===== config.mk =====
export PLATFORM = sky130hd
export DESIGN_NAME = fir_sample_scheduler
export DESIGN_NICKNAME = d
export VERILOG_FILES = /design/src/rtl/fir_sample_scheduler.sv
export SDC_FILE = /design/constraint.sdc
export NUM_CORES = 1
export LEC_CHECK = 0
export BUFFER_PORTS_ARGS = -buffer_cell sky130_fd_sc_hd__buf_2
export CAP_MARGIN = 20
export CELL_PAD_IN_SITES_DETAIL_PLACEMENT = 1
export CELL_PAD_IN_SITES_GLOBAL_PLACEMENT = 1
export CORE_MARGIN = 10
export CORE_UTILIZATION = 42
export CTS_BUF_LIST = sky130_fd_sc_hd__clkbuf_8
export CTS_CLUSTER_SIZE = 20
export DETAILED_ROUTE_END_ITERATION = 7
export PLACE_DENSITY_LB_ADDON = 0.1
export SYNTH_ARGS = -nofsm -noshare
export SYNTH_HDL_FRONTEND = slang
export SYNTH_SLANG_ARGS = --single-unit

===== constraint.sdc =====
create_clock -name clk_i -period 2.7 [get_ports clk_i]
set_clock_uncertainty 0.1 [all_clocks]
set_input_delay 0.135 -clock clk_i [delete_from_list [all_inputs] [get_ports clk_i]]
set_output_delay 0.135 -clock clk_i [all_outputs]
set_load 0.03 [all_outputs]

===== src/rtl/fir_sample_scheduler.sv =====
// rtl/fir_sample_scheduler.sv - buffers IIS samples, sequences them through the FIR with timeout, returns results
module fir_sample_scheduler #(
   parameter int DATA_SIZE         = 16,
   parameter int DATA_SIZE_FIR_OUT = 32,
   parameter int FIFO_DEPTH        = 4,
   parameter int TIMEOUT_CYCLES    = 480
) (
   input  logic                         clk_i,
   input  logic                         rst_ni,
   input  logic                         cfg_enable_i,
   input  logic                         cfg_bypass_i,
   input  logic                         clear_cnt_i,
   input  logic                         iis_valid_i,
   input  logic [DATA_SIZE-1:0]         iis_data_i,
   output logic                         fir_req_o,
   output logic [DATA_SIZE-1:0]         fir_data_o,
   input  logic                         fir_ack_i,
   input  logic                         fir_done_i,
   input  logic [DATA_SIZE_FIR_OUT-1:0] fir_result_i,
   output logic                         out_valid_o,
   output logic [DATA_SIZE_FIR_OUT-1:0] out_data_o,
   output logic                         busy_o,
   output logic [7:0]                   overflow_cnt_o,
   output logic [7:0]                   timeout_cnt_o
);

   localparam int PTR_W = (FIFO_DEPTH > 1) ? $clog2(FIFO_DEPTH) : 1;
   localparam int CNT_W = PTR_W + 1;
   localparam int TMR_W = $clog2(TIMEOUT_CYCLES);
   localparam int EXT_W = DATA_SIZE_FIR_OUT - DATA_SIZE;

   typedef enum logic [1:0] {
      S_IDLE,
      S_ISSUE,
      S_WAIT,
      S_DELIVER
   } state_t;

   state_t                        state_q, state_d;
   logic [DATA_SIZE-1:0]          fifo_mem [FIFO_DEPTH];
   logic [PTR_W-1:0]              wr_ptr_q, rd_ptr_q;
   logic [CNT_W-1:0]              count_q;
   logic [DATA_SIZE-1:0]          head;
   logic                          fifo_empty, fifo_full;
   logic                          push, pop, drop;
   logic                          ld_bypass, ld_result, ld_timeout, tmr_clr;
   logic                          timeout_hit;
   logic [TMR_W-1:0]              timer_q;
   logic [DATA_SIZE-1:0]          shadow_q;
   logic                          fir_req_q, out_valid_q;
   logic [DATA_SIZE_FIR_OUT-1:0]  out_data_q;
   logic [7:0]                    ovf_cnt_q, tmo_cnt_q;

   function automatic logic [DATA_SIZE_FIR_OUT-1:0] sext(input logic [DATA_SIZE-1:0] s);
      return {{EXT_W{s[DATA_SIZE-1]}}, s};
   endfunction

   assign head        = fifo_mem[rd_ptr_q];
   assign fifo_empty  = (count_q == '0);
   assign fifo_full   = (count_q == CNT_W'(FIFO_DEPTH));
   assign timeout_hit = (timer_q == TMR_W'(TIMEOUT_CYCLES - 1));

   // A full FIFO still accepts a sample when the head leaves in the same cycle.
   assign push = iis_valid_i && cfg_enable_i && (!fifo_full || pop);
   assign drop = iis_valid_i && cfg_enable_i && fifo_full && !pop;

   // Next-state and datapath strobes; disable forces IDLE with no pops.
   always_comb begin
      state_d    = state_q;
      pop        = 1'b0;
      ld_bypass  = 1'b0;
      ld_result  = 1'b0;
      ld_timeout = 1'b0;
      tmr_clr    = 1'b0;
      if (!cfg_enable_i) begin
         state_d = S_IDLE;
      end else begin
         case (state_q)
            S_IDLE: begin
               if (!fifo_empty) begin
                  if (cfg_bypass_i) begin
                     pop       = 1'b1;
                     ld_bypass = 1'b1;
                     state_d   = S_DELIVER;
                  end else begin
                     state_d = S_ISSUE;
                  end
               end
            end
            S_ISSUE: begin
               if (fir_ack_i) begin
                  pop     = 1'b1;
                  tmr_clr = 1'b1;
                  state_d = S_WAIT;
               end
            end
            S_WAIT: begin
               if (fir_done_i) begin
                  ld_result = 1'b1;
                  state_d   = S_DELIVER;
               end else if (timeout_hit) begin
                  ld_timeout = 1'b1;
                  state_d    = S_DELIVER;
               end
            end
            S_DELIVER: state_d = S_IDLE;
            default:   state_d = S_IDLE;
         endcase
      end
   end

   // State register.
   always_ff @(posedge clk_i or negedge rst_ni) begin
      if (!rst_ni) state_q <= S_IDLE;
      else         state_q <= state_d;
   end

   // FIFO storage; contents are only observed through a valid head.
   always_ff @(posedge clk_i) begin
      if (push) fifo_mem[wr_ptr_q] <= iis_data_i;
   end

   // FIFO pointers and occupancy; disable empties the queue.
   always_ff @(posedge clk_i or negedge rst_ni) begin
      if (!rst_ni) begin
         wr_ptr_q <= '0;
         rd_ptr_q <= '0;
         count_q  <= '0;
      end else if (!cfg_enable_i) begin
         wr_ptr_q <= '0;
         rd_ptr_q <= '0;
         count_q  <= '0;
      end else begin
         if (push) wr_ptr_q <= wr_ptr_q + PTR_W'(1);
         if (pop)  rd_ptr_q <= rd_ptr_q + PTR_W'(1);
         case ({push, pop})
            2'b10:   count_q <= count_q + CNT_W'(1);
            2'b01:   count_q <= count_q - CNT_W'(1);
            default: count_q <= count_q;
         endcase
      end
   end

   // WAIT timer, restarted on the FIR ack; shadow keeps the sample for the timeout path.
   always_ff @(posedge clk_i or negedge rst_ni) begin
      if (!rst_ni) begin
         timer_q  <= '0;
         shadow_q <= '0;
      end else if (tmr_clr) begin
         timer_q  <= '0;
         shadow_q <= head;
      end else if (state_q == S_WAIT) begin
         timer_q  <= timer_q + TMR_W'(1);
      end
   end

   // Registered handshake and delivery outputs, decoded from the next state.
   always_ff @(posedge clk_i or negedge rst_ni) begin
      if (!rst_ni) begin
         fir_req_q   <= 1'b0;
         out_valid_q <= 1'b0;
         out_data_q  <= '0;
      end else begin
         fir_req_q   <= (state_d == S_ISSUE);
         out_valid_q <= (state_d == S_DELIVER);
         if (ld_bypass)       out_data_q <= sext(head);
         else if (ld_result)  out_data_q <= fir_result_i;
         else if (ld_timeout) out_data_q <= sext(shadow_q);
      end
   end

   // Saturating event counters; clear beats a coincident increment.
   always_ff @(posedge clk_i or negedge rst_ni) begin
      if (!rst_ni) begin
         ovf_cnt_q <= '0;
         tmo_cnt_q <= '0;
      end else if (clear_cnt_i) begin
         ovf_cnt_q <= '0;
         tmo_cnt_q <= '0;
      end else begin
         if (drop && (ovf_cnt_q != 8'hFF))       ovf_cnt_q <= ovf_cnt_q + 8'd1;
         if (ld_timeout && (tmo_cnt_q != 8'hFF)) tmo_cnt_q <= tmo_cnt_q + 8'd1;
      end
   end

   assign fir_req_o      = fir_req_q;
   assign fir_data_o     = (state_q == S_ISSUE) ? head : '0;
   assign out_valid_o    = out_valid_q;
   assign out_data_o     = out_data_q;
   assign busy_o         = (state_q != S_IDLE) || !fifo_empty;
   assign overflow_cnt_o = ovf_cnt_q;
   assign timeout_cnt_o  = tmo_cnt_q;

endmodule

==> flow_summary.yaml <==
synthesis:
  netlist_area_sq_mm: 0.00670
  avgSynthCellArea_sq_um: 12.2
  synth_cells: 550
  ys_seq_area_share_pct: 60.1
  synth_top_cell_area_share_pct: 31.4
  synth_area_leaders: "dfrtp_1 31%, edfxtp_1 29%, nand2_1 6.1%"
  synth_enable_flop_cells: 64
  synthDistinctLibCells: 47
  ys_ff_latch: 148
  syn_nets: 614
  ys.warnings.count: 0
  synth_ff_type: "dfrtp_1"
  yosys.area.top_type: "dfrtp_1"
  ys_async_sr_fraction_pct: 56.8
place:
  placed_cell_area_sq_mm: 0.00757
  routabilityCongestion: 0.790
  port-buffer-count: 122
  dpl.hpwl_um: 12400
  dp.cells: 875
layout:
  drive_gt1_share_pct: 31.5
  num_antenna_cells: 0
  final_nets: 784
  final_cells: 949
  final_common_cell: "buf_2"
  fin_area_sq_mm: 0.00843
  fill_cells: 1715
  syn2layout_area_growth_pct: 25.9
  final_cell_mix: "121 x buf_2, 109 x nand2_1, 84 x dfrtp_1"
worst_hold_path:
  hold_class: "input pin to register"
  hp-start: "fir_result_i[7]"
timing:
  fin_tns_setup_ns: 0
  slew_headroom_pct: 45.6
  period_share_pct: 91.3
  clock.fmax_mhz: 406
  worstMarginPinSlew_ns: 0.815
  setup_violations: 0
  finalHoldViolCount: 0
  min_period_ns: 2.47
  drv_slew: 0
  holdWs_ns: 0.0264
detailed_routing:
  drt-vias-per-instance: 5.04
  drc: 0
  drt-initial-drc-count: 182
  dr.pass1.iters: 4
  final_antenna_net_count: 0
  wl_per_cell_um: 18.6
  vias: 4782
  wirelength_um: 17700
critical_path:
  critical_path_required_ns: 2.68
  critPathLaunchType: "register"
  timing.critical_path.fanout_max: 16
  crit_arrival_ns: 2.45
  crit_type: "register to register"
  rr_startpoint: "state_q[1]"
  startpoint: "state_q[1]"
  end_kind: "register"
clock_network:
  cts_buffers: 17
  clkTransAtPathRegs_ns: 0.08
  cts_tree: "yes"
  cts_max_level: 4
  clockBufferDepth: 2
  clkSinkCount: 148
  cts-root-buf: "clkbuf_8"
  clk_latency_ns: 0.45
power_and_ir_drop:
  p_per_area_mw_per_mm2: 949
  ir_drop_mv: 0.430
  totalPowerFinal_w: 0.00800
  leakage_nw: 3.63
run:
  maxCapViolations: 0
floorplan:
  coreArea_sq_mm: 0.0158
  io_pins: 123
  dieArea_sq_mm: 0.0214
  die_y_um: 146
  num_rows: 46
  die_x_um: 146
  start_util_pct: 42.5
grt:
  grt_max_degree: 44
  grt_first_pass_wirelength_um: 28900
  gr-total-overflow: 0
  antenna_found_initial: 0
  grtUsageTotal_pct: 16.9
  grt_pass1_vias: 5167
run_status:
  outcome: "finished, final reports clean"
-- synthesized netlist by cell type (10+ instances only) --
cell	number
a21oi_1	20
a31oi_1	17
and2_1	20
clkbuf_1	17
dfrtp_1	84
edfxtp_1	64
mux2_2	29
mux4_2	16
nand2_1	109
nand3_1	10
nor2_1	48
xnor2_1	17
-- power breakdown --
part / switching, W / total, W / leakage, nW / internal (W)
clock: 0.000875 / 0.00189 / 0.211 / 0.00101
sequential: 0.000309 / 0.00316 / 1.68 / 0.00285
combinational: 0.00179 / 0.00295 / 1.73 / 0.00116
total: 0.00298 / 0.00800 / 3.63 / 0.00502
-- flip-flops by register name, indices dropped and copies added (netlist names) --
name,flops
fifo_mem,64
state_q,2
out_valid_o,1
overflow_cnt_o,8
shadow_q,16
timeout_cnt_o,8
count_q,3
wr_ptr_q,2
timer_q,9
rd_ptr_q,2
fir_req_o,1
out_data_o,32
-- layer usage --
metal | vias up | GRT usage, % | wire length, um
li1 | 2276 | - | -
met1 | 2382 | 20.4 | 7600
met2 | 107 | 28.5 | 8930
met3 | 17 | 5.01 | 928
met4 | 0 | 5.21 | 222
met5 | - | 0 | 0
-- worst paths after layout --
kind,cells past startpoint,slack (ns),to
hold reg to reg,2,0.38,shadow_q[13]
max in group asynchronous,3,1.73,out_valid_o
hold / removal,4,0.03,out_data_o[7]
min in group asynchronous,2,0.13,out_data_o[26]
setup reg to reg,4,0.23,fifo_mem[3][13]
setup / recovery,4,0.23,fifo_mem[3][13]
-- stage by stage --
stage	worst slack, ns	util, %
floorplan	0.0971	-
global placement	0.292	48.0
detailed placement	0.182	48.0
CTS	0.131	53.4
global route	-0.0258	53.5
finish	0.234	53.5
-- layout make-up --
class	count	area [sq um]	area share, %
inverter	6	22.5	0.267
timing repair buffer	183	1190	14.1
sequential	148	4020	47.7
clock buffer	17	234	2.77
multi-input combinational	364	2490	29.5
clock inverter	15	201	2.39
tap	216	270	3.21
-- cells by family (layout without fill, tap and decap cells) --
family / Yosys count / after routing / share of synthesized area [%]
AND/OR/NAND/NOR: 228 / 228 / 16.1
AO/OA/AOI/OAI: 51 / 51 / 4.46
buffers and inverters: 38 / 221 / 2.91
adder cells (fa/ha/maj): 8 / 8 / 1.61
multiplexers: 53 / 53 / 11.7
flip-flops: 148 / 148 / 60.1
XOR/XNOR: 24 / 24 / 3.14
-- critical path: stages (launching register included) --
cell      delay, ns
dfrtp_1        0.45
and4b_1        0.31
a2111o_1       0.14
nor2b_1        0.37
and2_1         0.73
-- timing repair --
item                                   in CTS  in global routing
hold buffers                               42                  0
setup buffers                               0                  0
endpoints found under the hold margin     147                  0
setup endpoints to repair                   0                 21
resized for setup                           0                  3
Power figures use the tool's default switching activity.
